**src/rtl/uart_tx_fifo_drain_if.sv**
```systemverilog
// FIFO read side and serial line of the TX drain serializer, bundled as one port.
// No storage; pure connectivity.
// The serializer owns the pop strobe; the FIFO owns empty/head-word.
interface uart_tx_fifo_drain_if #(
    parameter int DATA_WIDTH = 8
) ();
    logic                  fifo_empty;
    logic [DATA_WIDTH-1:0] fifo_dout;
    logic                  fifo_rd_en;
    logic                  tx;
    logic                  busy;
    logic                  tx_done;

    // serializer side: consumes the FIFO head, drives the line and status
    modport master (
        input  fifo_empty, fifo_dout,
        output fifo_rd_en, tx, busy, tx_done
    );

    // FIFO / line side
    modport slave (
        output fifo_empty, fifo_dout,
        input  fifo_rd_en, tx, busy, tx_done
    );
endinterface

```
**src/rtl/uart_tx_fifo_drain.sv**
```systemverilog
// UART TX serializer draining a show-ahead FIFO: start, LSB-first data, optional parity, stop bit(s).
// Latency: start bit and pop strobe appear one clk after fifo_empty is seen low; frames run back to back.
// Backpressure: only pops when a frame can start immediately; the FIFO head is held off by not popping.
module uart_tx_fifo_drain #(
    parameter int DATA_WIDTH   = 8,
    parameter int CLKS_PER_BIT = 868,
    parameter int PARITY_EN    = 0,
    parameter int PARITY_ODD   = 0,
    parameter int STOP_BITS    = 1
) (
    input  logic                clk,
    input  logic                reset,
    uart_tx_fifo_drain_if.master bus
);

    localparam int CNT_W = $clog2(CLKS_PER_BIT);
    localparam int IDX_W = $clog2(DATA_WIDTH) + 1;

    localparam logic [CNT_W-1:0] CNT_LAST  = CNT_W'(CLKS_PER_BIT - 1);
    localparam logic [IDX_W-1:0] DATA_LAST = IDX_W'(DATA_WIDTH - 1);
    localparam logic [IDX_W-1:0] STOP_LAST = IDX_W'(STOP_BITS - 1);
    localparam logic             PAR_ODD   = (PARITY_ODD != 0);

    typedef enum logic [2:0] {
        IDLE,
        START,
        DATA,
        PARITY,
        STOP
    } state_t;

    state_t                  state_q, state_d;
    logic [CNT_W-1:0]        cnt_q, cnt_d;
    logic [IDX_W-1:0]        idx_q, idx_d;     // data bit index, reused to count stop bits
    logic [DATA_WIDTH-1:0]   shreg_q, shreg_d;
    logic                    par_q, par_d;
    logic                    tx_q, tx_d;
    logic                    busy_q, busy_d;
    logic                    rd_en_q, rd_en_d;
    logic                    done_q, done_d;
    logic                    bit_end;
    logic                    load;

    // Next-state: baud counting, bit sequencing and the word load / pop on frame start.
    always_comb begin
        state_d = state_q;
        cnt_d   = cnt_q;
        idx_d   = idx_q;
        shreg_d = shreg_q;
        par_d   = par_q;
        tx_d    = tx_q;
        busy_d  = busy_q;
        rd_en_d = 1'b0;
        done_d  = 1'b0;
        load    = 1'b0;
        bit_end = (cnt_q == CNT_LAST);

        if (state_q != IDLE) begin
            cnt_d = bit_end ? '0 : cnt_q + 1'b1;
        end

        case (state_q)
            IDLE: begin
                load = !bus.fifo_empty;
            end
            START: begin
                if (bit_end) begin
                    state_d = DATA;
                    idx_d   = '0;
                    tx_d    = shreg_q[0];
                end
            end
            DATA: begin
                if (bit_end) begin
                    if (idx_q == DATA_LAST) begin
                        if (PARITY_EN != 0) begin
                            state_d = PARITY;
                            tx_d    = par_q;
                        end else begin
                            state_d = STOP;
                            idx_d   = '0;
                            tx_d    = 1'b1;
                        end
                    end else begin
                        idx_d   = idx_q + 1'b1;
                        shreg_d = shreg_q >> 1;
                        tx_d    = shreg_d[0];
                    end
                end
            end
            PARITY: begin
                if (bit_end) begin
                    state_d = STOP;
                    idx_d   = '0;
                    tx_d    = 1'b1;
                end
            end
            STOP: begin
                if (bit_end) begin
                    if (idx_q == STOP_LAST) begin
                        done_d = 1'b1;
                        if (!bus.fifo_empty) begin
                            load = 1'b1;
                        end else begin
                            state_d = IDLE;
                            idx_d   = '0;
                            busy_d  = 1'b0;
                        end
                    end else begin
                        idx_d = idx_q + 1'b1;
                    end
                end
            end
            default: begin
                state_d = IDLE;
                tx_d    = 1'b1;
                busy_d  = 1'b0;
            end
        endcase

        // Frame start: the head word is valid now, so capture it and pop it next cycle.
        if (load) begin
            state_d = START;
            cnt_d   = '0;
            idx_d   = '0;
            shreg_d = bus.fifo_dout;
            par_d   = (^bus.fifo_dout) ^ PAR_ODD;
            rd_en_d = 1'b1;
            tx_d    = 1'b0;
            busy_d  = 1'b1;
        end
    end

    // State and output registers; reset drops any frame in flight and returns the line high.
    always_ff @(posedge clk or negedge reset) begin
        if (!reset) begin
            state_q <= IDLE;
            cnt_q   <= '0;
            idx_q   <= '0;
            shreg_q <= '0;
            par_q   <= 1'b0;
            tx_q    <= 1'b1;
            busy_q  <= 1'b0;
            rd_en_q <= 1'b0;
            done_q  <= 1'b0;
        end else begin
            state_q <= state_d;
            cnt_q   <= cnt_d;
            idx_q   <= idx_d;
            shreg_q <= shreg_d;
            par_q   <= par_d;
            tx_q    <= tx_d;
            busy_q  <= busy_d;
            rd_en_q <= rd_en_d;
            done_q  <= done_d;
        end
    end

    assign bus.tx         = tx_q;
    assign bus.busy       = busy_q;
    assign bus.fifo_rd_en = rd_en_q;
    assign bus.tx_done    = done_q;

endmodule

```
**src/flat_wrapper.sv**
```systemverilog
// flat-port wrapper written by rule: the top's interface ports become plain ports
module uart_tx_fifo_drain_flat 
#(
    parameter int DATA_WIDTH   = 8,
    parameter int CLKS_PER_BIT = 868,
    parameter int PARITY_EN    = 0,
    parameter int PARITY_ODD   = 0,
    parameter int STOP_BITS    = 1
)
  (clk, reset, bus_fifo_empty, bus_fifo_dout, bus_fifo_rd_en, bus_tx, bus_busy, bus_tx_done);
  uart_tx_fifo_drain_if #(.DATA_WIDTH(DATA_WIDTH)) bus_i ();
  input  logic clk;
  input  logic reset;
  input wire logic [$bits(bus_i.fifo_empty)-1:0] bus_fifo_empty;
  input wire logic [$bits(bus_i.fifo_dout)-1:0] bus_fifo_dout;
  output wire logic [$bits(bus_i.fifo_rd_en)-1:0] bus_fifo_rd_en;
  output wire logic [$bits(bus_i.tx)-1:0] bus_tx;
  output wire logic [$bits(bus_i.busy)-1:0] bus_busy;
  output wire logic [$bits(bus_i.tx_done)-1:0] bus_tx_done;
  assign bus_i.fifo_empty = bus_fifo_empty;
  assign bus_i.fifo_dout = bus_fifo_dout;
  assign bus_fifo_rd_en = bus_i.fifo_rd_en;
  assign bus_tx = bus_i.tx;
  assign bus_busy = bus_i.busy;
  assign bus_tx_done = bus_i.tx_done;
  uart_tx_fifo_drain #(.DATA_WIDTH(DATA_WIDTH), .CLKS_PER_BIT(CLKS_PER_BIT), .PARITY_EN(PARITY_EN), .PARITY_ODD(PARITY_ODD), .STOP_BITS(STOP_BITS)) u_core (.clk(clk), .reset(reset), .bus(bus_i));
endmodule
```
**config.mk**
```make
export PLATFORM = sky130hd
export DESIGN_NAME = uart_tx_fifo_drain_flat
export DESIGN_NICKNAME = d
export VERILOG_FILES = /design/src/rtl/uart_tx_fifo_drain_if.sv /design/src/rtl/uart_tx_fifo_drain.sv /design/src/flat_wrapper.sv
export SDC_FILE = /design/constraint.sdc
export NUM_CORES = 1
export LEC_CHECK = 0
export BUFFER_PORTS_ARGS = -buffer_cell sky130_fd_sc_hd__buf_2
export CORE_MARGIN = 4
export CORE_UTILIZATION = 50
export CTS_CLUSTER_SIZE = 40
export DETAILED_ROUTE_END_ITERATION = 10
export PLACE_DENSITY = 0.68
export SETUP_SLACK_MARGIN = 0.1
export SYNTH_ARGS = -nofsm -noshare
export SYNTH_HDL_FRONTEND = slang
export SYNTH_SLANG_ARGS = --single-unit
```
**constraint.sdc**
```tcl
create_clock -name clk -period 4.55 [get_ports clk]
set_input_delay 0.455 -clock clk [delete_from_list [all_inputs] [get_ports clk]]
set_output_delay 0.455 -clock clk [all_outputs]
set_load 0.005 [all_outputs]
```
==> flow_summary.rst, run 1 <==
.. list-table::
   :header-rows: 1

   * - Metric
     - Value
   * - Status
     - complete, no violations
   * - Count of endpoints failing setup in the final report
     - 0
   * - Post-CTS Setup Bufs
     - 0
   * - Die span in y
     - 69.3 um
   * - Number of cells produced by synthesis
     - 186
   * - Post-synth top flop
     - dfrtp_1
   * - Clock skew
     - 0.00978 ns
   * - Starting Density
     - about half
   * - Floorplan die area
     - about 4800 um2
   * - Fraction of synthesized area in multiplexers
     - about 1.7%
   * - Overall global routing resource usage
     - 17.3%
   * - HPWL after DPL
     - about 3 mm
   * - Post-synthesis share of cell area spent on and, or, nand and nor gates
     - 24.6%
   * - Remaining max-slew budget at the tightest pin
     - approximately 34%
   * - Power density over the cells
     - 425 nW/um2
   * - Tcrit/Tclk final
     - ~48%
   * - Clock buffers created by TritonCTS
     - 5
   * - Synthesized-area fraction occupied by xor and xnor cells
     - under 10%
   * - Post-route setup slack
     - 2.37 ns
   * - Type of the setup path with the least slack
     - reg2reg
   * - Post-route total power
     - between 800 and 900 uW
   * - Number of failing hold endpoints at the final stage
     - 0
   * - RSZ-0062 raised after global routing
     - no
   * - Sequential fraction of the synthesis area
     - between 30% and 40%
   * - Starting DRT DRC Count
     - 129
   * - Global route overflow
     - 0
   * - Overall via count from detail_route
     - around 1500
   * - Final instance area
     - 2030 um2
   * - Boundary pin count
     - 15
   * - VDD IR max
     - around 0.20 mV
   * - ANT nets after route
     - 0
   * - Clock tree from TritonCTS
     - built
   * - Number of antenna violations at the first check in global routing
     - 0
   * - Clock network latency to the later pin of the worst-skew pair
     - 0.28 ns
   * - Combinational family with the most area after synthesis
     - compound AO/OA/AOI/OAI gates
   * - Highest attainable clock frequency
     - 459 MHz
   * - First-pass iteration count of the detailed router
     - 4
   * - Max clock buf depth
     - 2
   * - CP Capture Type
     - flip-flop
   * - Data arrival at the endpoint of the critical path
     - ~2.3 ns
   * - Non-filler instance count after layout
     - 245
   * - Number of input and output port buffers inserted
     - 14
   * - LEAKAGE
     - between 0.7 and 0.8 nW
   * - Number of distinct library cell variants in the gate-level netlist after synthesis
     - 63
   * - Placer Congestion
     - ~0.91
   * - Standard cell area after detailed placement
     - 1940 um2
   * - Critical path required time
     - around 4.7 ns
   * - Routed length on met3
     - about 200 um
   * - Layout overhead on the synthesized area
     - 7.86%
   * - Number of enable-type register cells in the synthesized netlist
     - 0
   * - Antenna diode instance count
     - 0
   * - Max Used Layer
     - met4
   * - Slew Viols, Final
     - 0
   * - CTS H-tree lvls
     - 2
   * - Number of clock sinks
     - 29
   * - Clock transition time at the flip-flop clock pins of the worst setup and hold paths
     - 0.07 ns
   * - Post-Place Worst Slack
     - 2.41 ns
   * - Routed wl met2
     - 2.01 mm
   * - Core utilization of the finished layout
     - 55.8%
   * - Vias in the first global route
     - between 1000 and 1500
   * - Number of fillers in the final layout
     - approximately 330
   * - Crit start category
     - flip-flop
   * - CTS root buf
     - clkbuf_8
   * - Maximum fanout along the worst path
     - 19
   * - Number of maximum-capacitance violations
     - 0
   * - Core region area
     - 3630 um2
   * - Post-detailed-route wirelength per cell
     - 16.9 um
   * - Count of instances resized after the clock tree is built
     - 0
   * - Floorplan die width
     - 69.3 um
   * - Fraction of layout cells with a size suffix above 1
     - 22.8%
   * - Post-detailed-route DRC marker count
     - 0
   * - Min cycle time layout
     - 2.18 ns
   * - Post-synth net total
     - 200
   * - Detailed-routing wirelength on met1
     - 1.88 mm
   * - Adder-cell share of the synthesized area
     - between 1.5 and 2%
   * - Wire length of the first global-routing pass
     - just under 7 mm
   * - Number of cells in the design after placement
     - 237
   * - Final-layout setup total negative slack
     - 0 ns
   * - Largest net degree at the start of global routing
     - 30
   * - Final WL
     - slightly above 4 mm
   * - Compound-gate portion of the synthesized area
     - between 20% and 30%
   * - Avg Cell Area, Syn
     - between 10 and 15 um2
   * - Slew @ Worst Pin
     - just under 1 ns
   * - Net count reported at finish
     - 210
   * - Fraction of registers with async set or reset after synthesis
     - 100%
   * - Synth Warn #
     - 0
   * - Floorplan row count
     - 22
   * - CTS Hold Buffers Added
     - 0
   * - Path category of the worst min-delay check
     - in2async
   * - Flip-flop and latch count after synthesis
     - 29
   * - Depth of the worst register-to-register path
     - 4
   * - Vias per inst
     - 6.26
   * - Area of the mapped netlist
     - 1880 um2
   * - Worst hold margin
     - 0.197 ns
## cell families (layout without fill, tap and decap cells)
family	after synthesis	in the layout
simple gates	70	70
flops	29	29
mux	3	3
xor+xnor	3	3
compound gates	60	60
fa+ha+maj	3	3
buf+inv	18	29
## state kept, by name (all words and copies together), names as in the netlist
signal                 flops
u_core.cnt_q              10
u_core.shreg_q             8
u_core.idx_q               4
u_core.state_q             3
u_core.bus.busy            1
u_core.bus.fifo_rd_en      1
u_core.bus.tx              1
u_core.bus.tx_done         1
## Yosys cell counts (3+ instances only)
master      n  area (um2)
a211oi_1    7        52.6
a21oi_1     4        20.0
a31oi_1     6        37.5
and3_1      4        25.0
buf_2       4        20.0
buf_4       5        37.5
dfrtp_1    28         701
ha_1        3        37.5
inv_1       6        22.5
nand2_1    11        41.3
nand3_1    19        95.1
nand4_1     3        18.8
nor2_1      9        33.8
o21ai_0    11        55.1
o21ai_1     4        20.0
o2bb2ai_1   3        26.3
xnor2_1     3        26.3
## worst max-delay path: stages (launching register included)
cell and delay [ns]:
dfrtp_1 0.60, nor4b_2 0.91, nor2_1 0.06, mux2_2 0.29, a22o_1 0.20
## power breakdown
group	leakage [nW]	switching [mW]	total (mW)	internal, mW
combinational	0.366	0.124	0.228	0.105
sequential	0.354	0.0811	0.412	0.331
clock	0.0455	0.0977	0.221	0.123
## per-layer routing
layer / up-vias / track usage (%)
li1: 742 / -
met1: 752 / 23.3
met2: 35 / 27.1
met3: 4 / 4.35
met4: 0 / 5.86
met5: - / 0
## final cells by class
cell class / count / area, um2 / area share [%]
multi-input cells: 139 / 1050 / 52.0
flip-flops and latches: 29 / 727 / 35.9
clock buffers: 8 / 90.1 / 4.44
repair buffers: 14 / 70.1 / 3.46
well taps: 48 / 60.1 / 2.96
inverters: 7 / 26.3 / 1.30
## layout by cell type (no fill, tap or decap), types with 2 or more instances in the layout
cell       instances
clkbuf_1           2
and3_1             4
nand4_1            3
buf_2             14
o21ai_1            4
o22ai_1            2
a22o_1             2
o21ai_0           11
nand2_1           11
o211ai_1           2
clkbuf_8           6
nand3_1           19
a211oi_1           7
nor4_2             2
ha_1               3
or2_2              2
nor3_1             2
inv_1              6
nor2_1             9
nand2b_1           2
dfrtp_1           28
nor3b_1            2
a221oi_1           2
mux2i_1            2
o2bb2ai_1          3
a21oi_1            4
xnor2_1            3
a31oi_1            6
## path summary, 6_finish.rpt
kind / from / to / slack, ns
worst max-delay path: u_core.state_q[0] / u_core.cnt_q[6] / 2.37
worst max register to register: u_core.state_q[0] / u_core.cnt_q[6] / 2.37
worst min register to register: u_core.cnt_q[1] / u_core.cnt_q[1] / 0.50
worst min-delay path: reset / u_core.cnt_q[9] / 0.20
max in group asynchronous: reset / u_core.state_q[1] / 3.93
min in group clk: bus_fifo_dout[7] / u_core.shreg_q[7] / 0.43
Power figures use the tool's default switching activity.
==> run 2: changes to the inputs <==
--- a/config.mk
+++ b/config.mk
@@ -5,6 +5,7 @@
 export SDC_FILE = /design/constraint.sdc
 export NUM_CORES = 1
 export LEC_CHECK = 0
+export ABC_AREA = 1
 export BUFFER_PORTS_ARGS = -buffer_cell sky130_fd_sc_hd__buf_2
 export CORE_MARGIN = 4
 export CORE_UTILIZATION = 50
==> constraint.sdc (replaced) <==
create_clock -name clk -period 2.1 [get_ports clk]
set_input_delay 0.21 -clock clk [delete_from_list [all_inputs] [get_ports clk]]
set_output_delay 0.21 -clock clk [all_outputs]
set_load 0.005 [all_outputs]
==> run 2 against run 1 <==
Net effect: register-to-register slack worse by 2.0 ns; via count decreased by 3.5%; sequential share of layout area is 0.20 points lower; global-route usage rose by 0.89 points; setup slack got worse by 2.0 ns; largest power group unchanged; first-iteration DRC count down 19%; count of clock-buffer cells in the layout is the same; total power is 23% higher; combinational power is 90% lower.
==> flow_summary.rst, run 2 <==
.. list-table::
   :header-rows: 1

   * - Metric
     - Value
   * - Max clock buf depth
     - 2 (unchanged)
   * - Floorplan die area
     - 4740 um2 (-1.2%)
   * - VDD IR max
     - 0.288 mV (+41%)
   * - Number of clock sinks
     - 29 (unchanged)
   * - Critical Path Slowest Stage Cell
     - dfrtp_1
   * - Number of distinct library cell variants in the gate-level netlist after synthesis
     - 36 (-43%)
   * - Vias per inst
     - 4.88 (-22%)
   * - Share of the synthesized area in the top cell type
     - 37.8% (+0.53 points)
   * - Post-detailed-route wirelength per cell
     - 11.8 um (-30%)
   * - Delay of the slowest critical-path stage
     - 0.38 ns (-0.53 ns)
   * - ANT nets after route
     - 0 (unchanged)
   * - Highest-count cells in the layout ignoring fill and taps
     - nand2_1 (68), dfrtp_1 (28), inv_1 (27)
   * - Overall global routing resource usage
     - 18.2% (+0.89 points)
   * - Power density over the cells
     - 518 nW/um2 (+22%)
   * - Fraction of synthesized area in multiplexers
     - 0% (-1.7 points)
   * - Top cell type by total area after synthesis
     - dfrtp_1
   * - Crit start category
     - flip-flop
   * - CP Capture Type
     - flip-flop
   * - Clock tree from TritonCTS
     - built
   * - Die span in y
     - 68.9 um (-0.62%)
   * - Critical path required time
     - 2.27 ns (-2.45 ns)
   * - Met2 Resource Use GR
     - 25.7% (-1.4 points)
   * - Sequential fraction of the synthesis area
     - 39.2% (+0.55 points)
   * - Type of the setup path with the least slack
     - reg2reg
   * - Number of maximum-capacitance violations
     - 0 (unchanged)
   * - Number of buffers and inverters on the critical path
     - 1 (+1)
   * - Count of instances resized after the clock tree is built
     - 0 (unchanged)
   * - HPWL after DPL
     - 2.65 mm (-10%)
   * - Global route overflow
     - 0 (unchanged)
   * - Synthesized-area fraction occupied by xor and xnor cells
     - 1.89% (+0.49 points)
   * - Post-synthesis share of cell area spent on and, or, nand and nor gates
     - 37.5% (+13 points)
   * - Post-synth net total
     - 251 (+26%)
   * - RSZ-0062 raised after global routing
     - no
   * - CTS root buf
     - clkbuf_8
   * - Most common cell in the netlist
     - nand2_1
   * - Number of input and output port buffers inserted
     - 14 (unchanged)
   * - Compound-gate portion of the synthesized area
     - 9.99% (-16 points)
   * - Number of flip-flops in the largest register
     - 10 (unchanged)
   * - Crit-path most repeated cell
     - nand2_1
   * - CTS H-tree lvls
     - 2 (unchanged)
   * - Net count reported at finish
     - 270 (+29%)
   * - Tcrit/Tclk final
     - 84.1% (+36 points)
   * - Post-CTS Setup Bufs
     - 0 (unchanged)
   * - Met1 usage in global routing
     - 25.2% (+1.9 points)
   * - Remaining max-slew budget at the tightest pin
     - 54.9% (+21 points)
   * - Fraction of layout cells with a size suffix above 1
     - 22.6% (-0.27 points)
   * - Final WL
     - 3.57 mm (-14%)
   * - Cell chain of the critical path
     - ha_1 > nand2_2 > nor2_1 > nand3_2 > o21ai_4 > inv_1 > nand2_1 > nand2_1
   * - Number of failing hold endpoints at the final stage
     - 0 (unchanged)
   * - Data arrival at the endpoint of the critical path
     - 1.94 ns (-0.40 ns)
   * - Number of enable-type register cells in the synthesized netlist
     - 0 (unchanged)
   * - Status
     - complete, no violations
   * - Vias in the first global route
     - 1372 (-3.2%)
   * - Wire length of the first global-routing pass
     - 6.24 mm (-7.9%)
   * - Number of fillers in the final layout
     - 327 (+0.62%)
   * - Area taken by flip-flops and latches
     - 727 um2 (unchanged)
   * - Registers with the most flip-flops
     - u_core.cnt_q: 10 flops, u_core.shreg_q: 8 flops, u_core.idx_q: 4 flops
   * - Min cycle time layout
     - 1.77 ns (-0.410 ns)
   * - Fraction of registers with async set or reset after synthesis
     - 100% (unchanged)
   * - Adder-cell share of the synthesized area
     - 2.03% (+0.028 points)
   * - Count of endpoints failing setup in the final report
     - 0 (unchanged)
   * - Path category of the worst min-delay check
     - in2reg
   * - Antenna diode instance count
     - 0 (unchanged)
   * - Placer Congestion
     - 0.834 (-8.1%)
   * - Highest attainable clock frequency
     - 566 MHz (+23%)
   * - Flip-flop and latch count after synthesis
     - 29 (unchanged)
   * - Floorplan die width
     - 68.9 um (-0.62%)
   * - Overall via count from detail_route
     - 1479 (-3.5%)
   * - Number of cells produced by synthesis
     - 237 (+27%)
   * - Core region area
     - 3470 um2 (-4.5%)
   * - Family of cells with the greatest summed delay on the critical path
     - simple AND/OR/NAND/NOR gates
   * - First-pass iteration count of the detailed router
     - 4 (unchanged)
   * - Number of antenna violations at the first check in global routing
     - 0 (unchanged)
   * - Combinational family with the most area after synthesis
     - simple AND/OR/NAND/NOR gates
   * - Area of the mapped netlist
     - 1850 um2 (-1.4%)
   * - Met3 Resource Use GR
     - 5.02% (+0.68 points)
   * - Starting DRT DRC Count
     - 104 (-19%)
   * - Commonest non-fill, non-tap cell in the layout
     - nand2_1
   * - Clock buffers created by TritonCTS
     - 5 (unchanged)
   * - Synth area leaders
     - dfrtp_1 (38%), nand2_1 (14%), inv_1 (5.5%)
   * - Largest register by flop count
     - u_core.cnt_q
   * - LEAKAGE
     - 1.01 nW (+32%)
   * - Clock skew
     - 0.00812 ns (-0.00165 ns)
   * - Slew @ Worst Pin
     - 0.676 ns (-0.312 ns)
   * - Clock transition time at the flip-flop clock pins of the worst setup and hold paths
     - 0.06 ns (about the same)
   * - Post-route total power
     - 1.06 mW (+23%)
   * - Post-synth top flop
     - dfrtp_1
   * - Clock network latency to the later pin of the worst-skew pair
     - 0.28 ns (about the same)
   * - Avg Cell Area, Syn
     - 7.82 um2 (-23%)
   * - Slew Viols, Final
     - 0 (unchanged)
   * - Leading post-synthesis cells by instance count
     - nand2_1 (68), dfrtp_1 (28), inv_1 (27)
   * - Most utilized layer in the global route result
     - met2
   * - Final-layout setup total negative slack
     - 0 ns (unchanged)
   * - Boundary pin count
     - 15 (unchanged)
   * - Floorplan row count
     - 21 (-4.5%)
   * - Largest net degree at the start of global routing
     - 30 (unchanged)
   * - Maximum fanout along the worst path
     - 12 (-7)
   * - Starting Density
     - 53.4% (+1.7 points)
   * - Multi-input gate area in the final layout
     - 953 um2 (-9.5%)
   * - Post-detailed-route DRC marker count
     - 0 (unchanged)
   * - Synth Warn #
     - 0 (unchanged)
   * - Layout overhead on the synthesized area
     - 9.99%
[run 2: cell types whose count changed in the layout (fill, tap and decap cells not counted), sizes merged, moves of 4 or more]
cell	delta
and3	-4
o2bb2ai	-4
inv	+25
a31oi	-7
nor2	+17
a211oi	-8
nand2	+70
[run 2: layer usage]
layer,wire (um),up-vias
li1,-,782
met3,156,9
met4,93,0
met5,0,-
met2,1520,26
met1,1800,662
[run 2: power breakdown]
| group | leakage [nW] | internal, mW | switching (mW) |
|---|---|---|---|
| Sequential | 0.361 | 0.559 | 0 |
| Combinational | 0.606 | 0.00804 | 0.0157 |
| Clock | 0.0455 | 0.267 | 0.207 |
[run 2: through the flow]
| stage | util, % | hold slack, ns | setup WS [ns] | std cells | cell area [um2] |
|---|---|---|---|---|---|
| finish | 58.8 | 0.160 | 0.333 | 303 | 2040 |
| global route | 58.8 | 0.162 | 0.129 | 303 | 2040 |
| CTS | 58.8 | 0.157 | 0.321 | 303 | 2040 |
| detailed placement | 55.9 | 0.288 | 0.355 | 294 | 1940 |
| global placement | 55.9 | 0.289 | 0.366 | 294 | 1940 |
| floorplan | - | -0.0856 | 0.582 | 237 | 1850 |
[run 2: area by class of cell]
| cell class | count | area share, % |
|---|---|---|
| clock buffers | 8 | 4.42 |
| inverters | 32 | 6.02 |
| multi-input cells | 172 | 46.8 |
| flip-flops and latches | 29 | 35.7 |
| well taps | 46 | 2.82 |
| repair buffers | 16 | 4.30 |
[run 2: path summary, 6_finish.rpt]
check / from / endpoint / slack [ns] / depth (start not counted)
min: bus_fifo_dout[7] / u_core.shreg_q[7] / 0.16 / 3
max reg2reg: u_core.cnt_q[0] / u_core.shreg_q[4] / 0.33 / 8
min in group asynchronous: reset / u_core.idx_q[1] / 0.49 / 2
max in group asynchronous: reset / u_core.bus.fifo_rd_en / 1.16 / 2
min reg2reg: u_core.bus.tx / u_core.bus.tx / 0.46 / 2
max: u_core.cnt_q[0] / u_core.shreg_q[4] / 0.33 / 8
[run 2: worst min-delay path, delay by kind of cell]
family,cells,cell delay [ns]
simple gates,1,0.04
buf+inv,1,0.07
compound gates,1,0.07
[run 2: cell families after synthesis]
logic type / after synthesis
adder cells (fa/ha/maj): 3
flip-flops: 29
AND/OR/NAND/NOR: 137
buffers and inverters: 36
AO/OA/AOI/OAI: 28
XOR/XNOR: 4
[run 2: repair_timing]
item,in CTS,in global routing
endpoints found under the hold margin,28,0
hold buffers,1,0
endpoints found under the setup margin,0,0
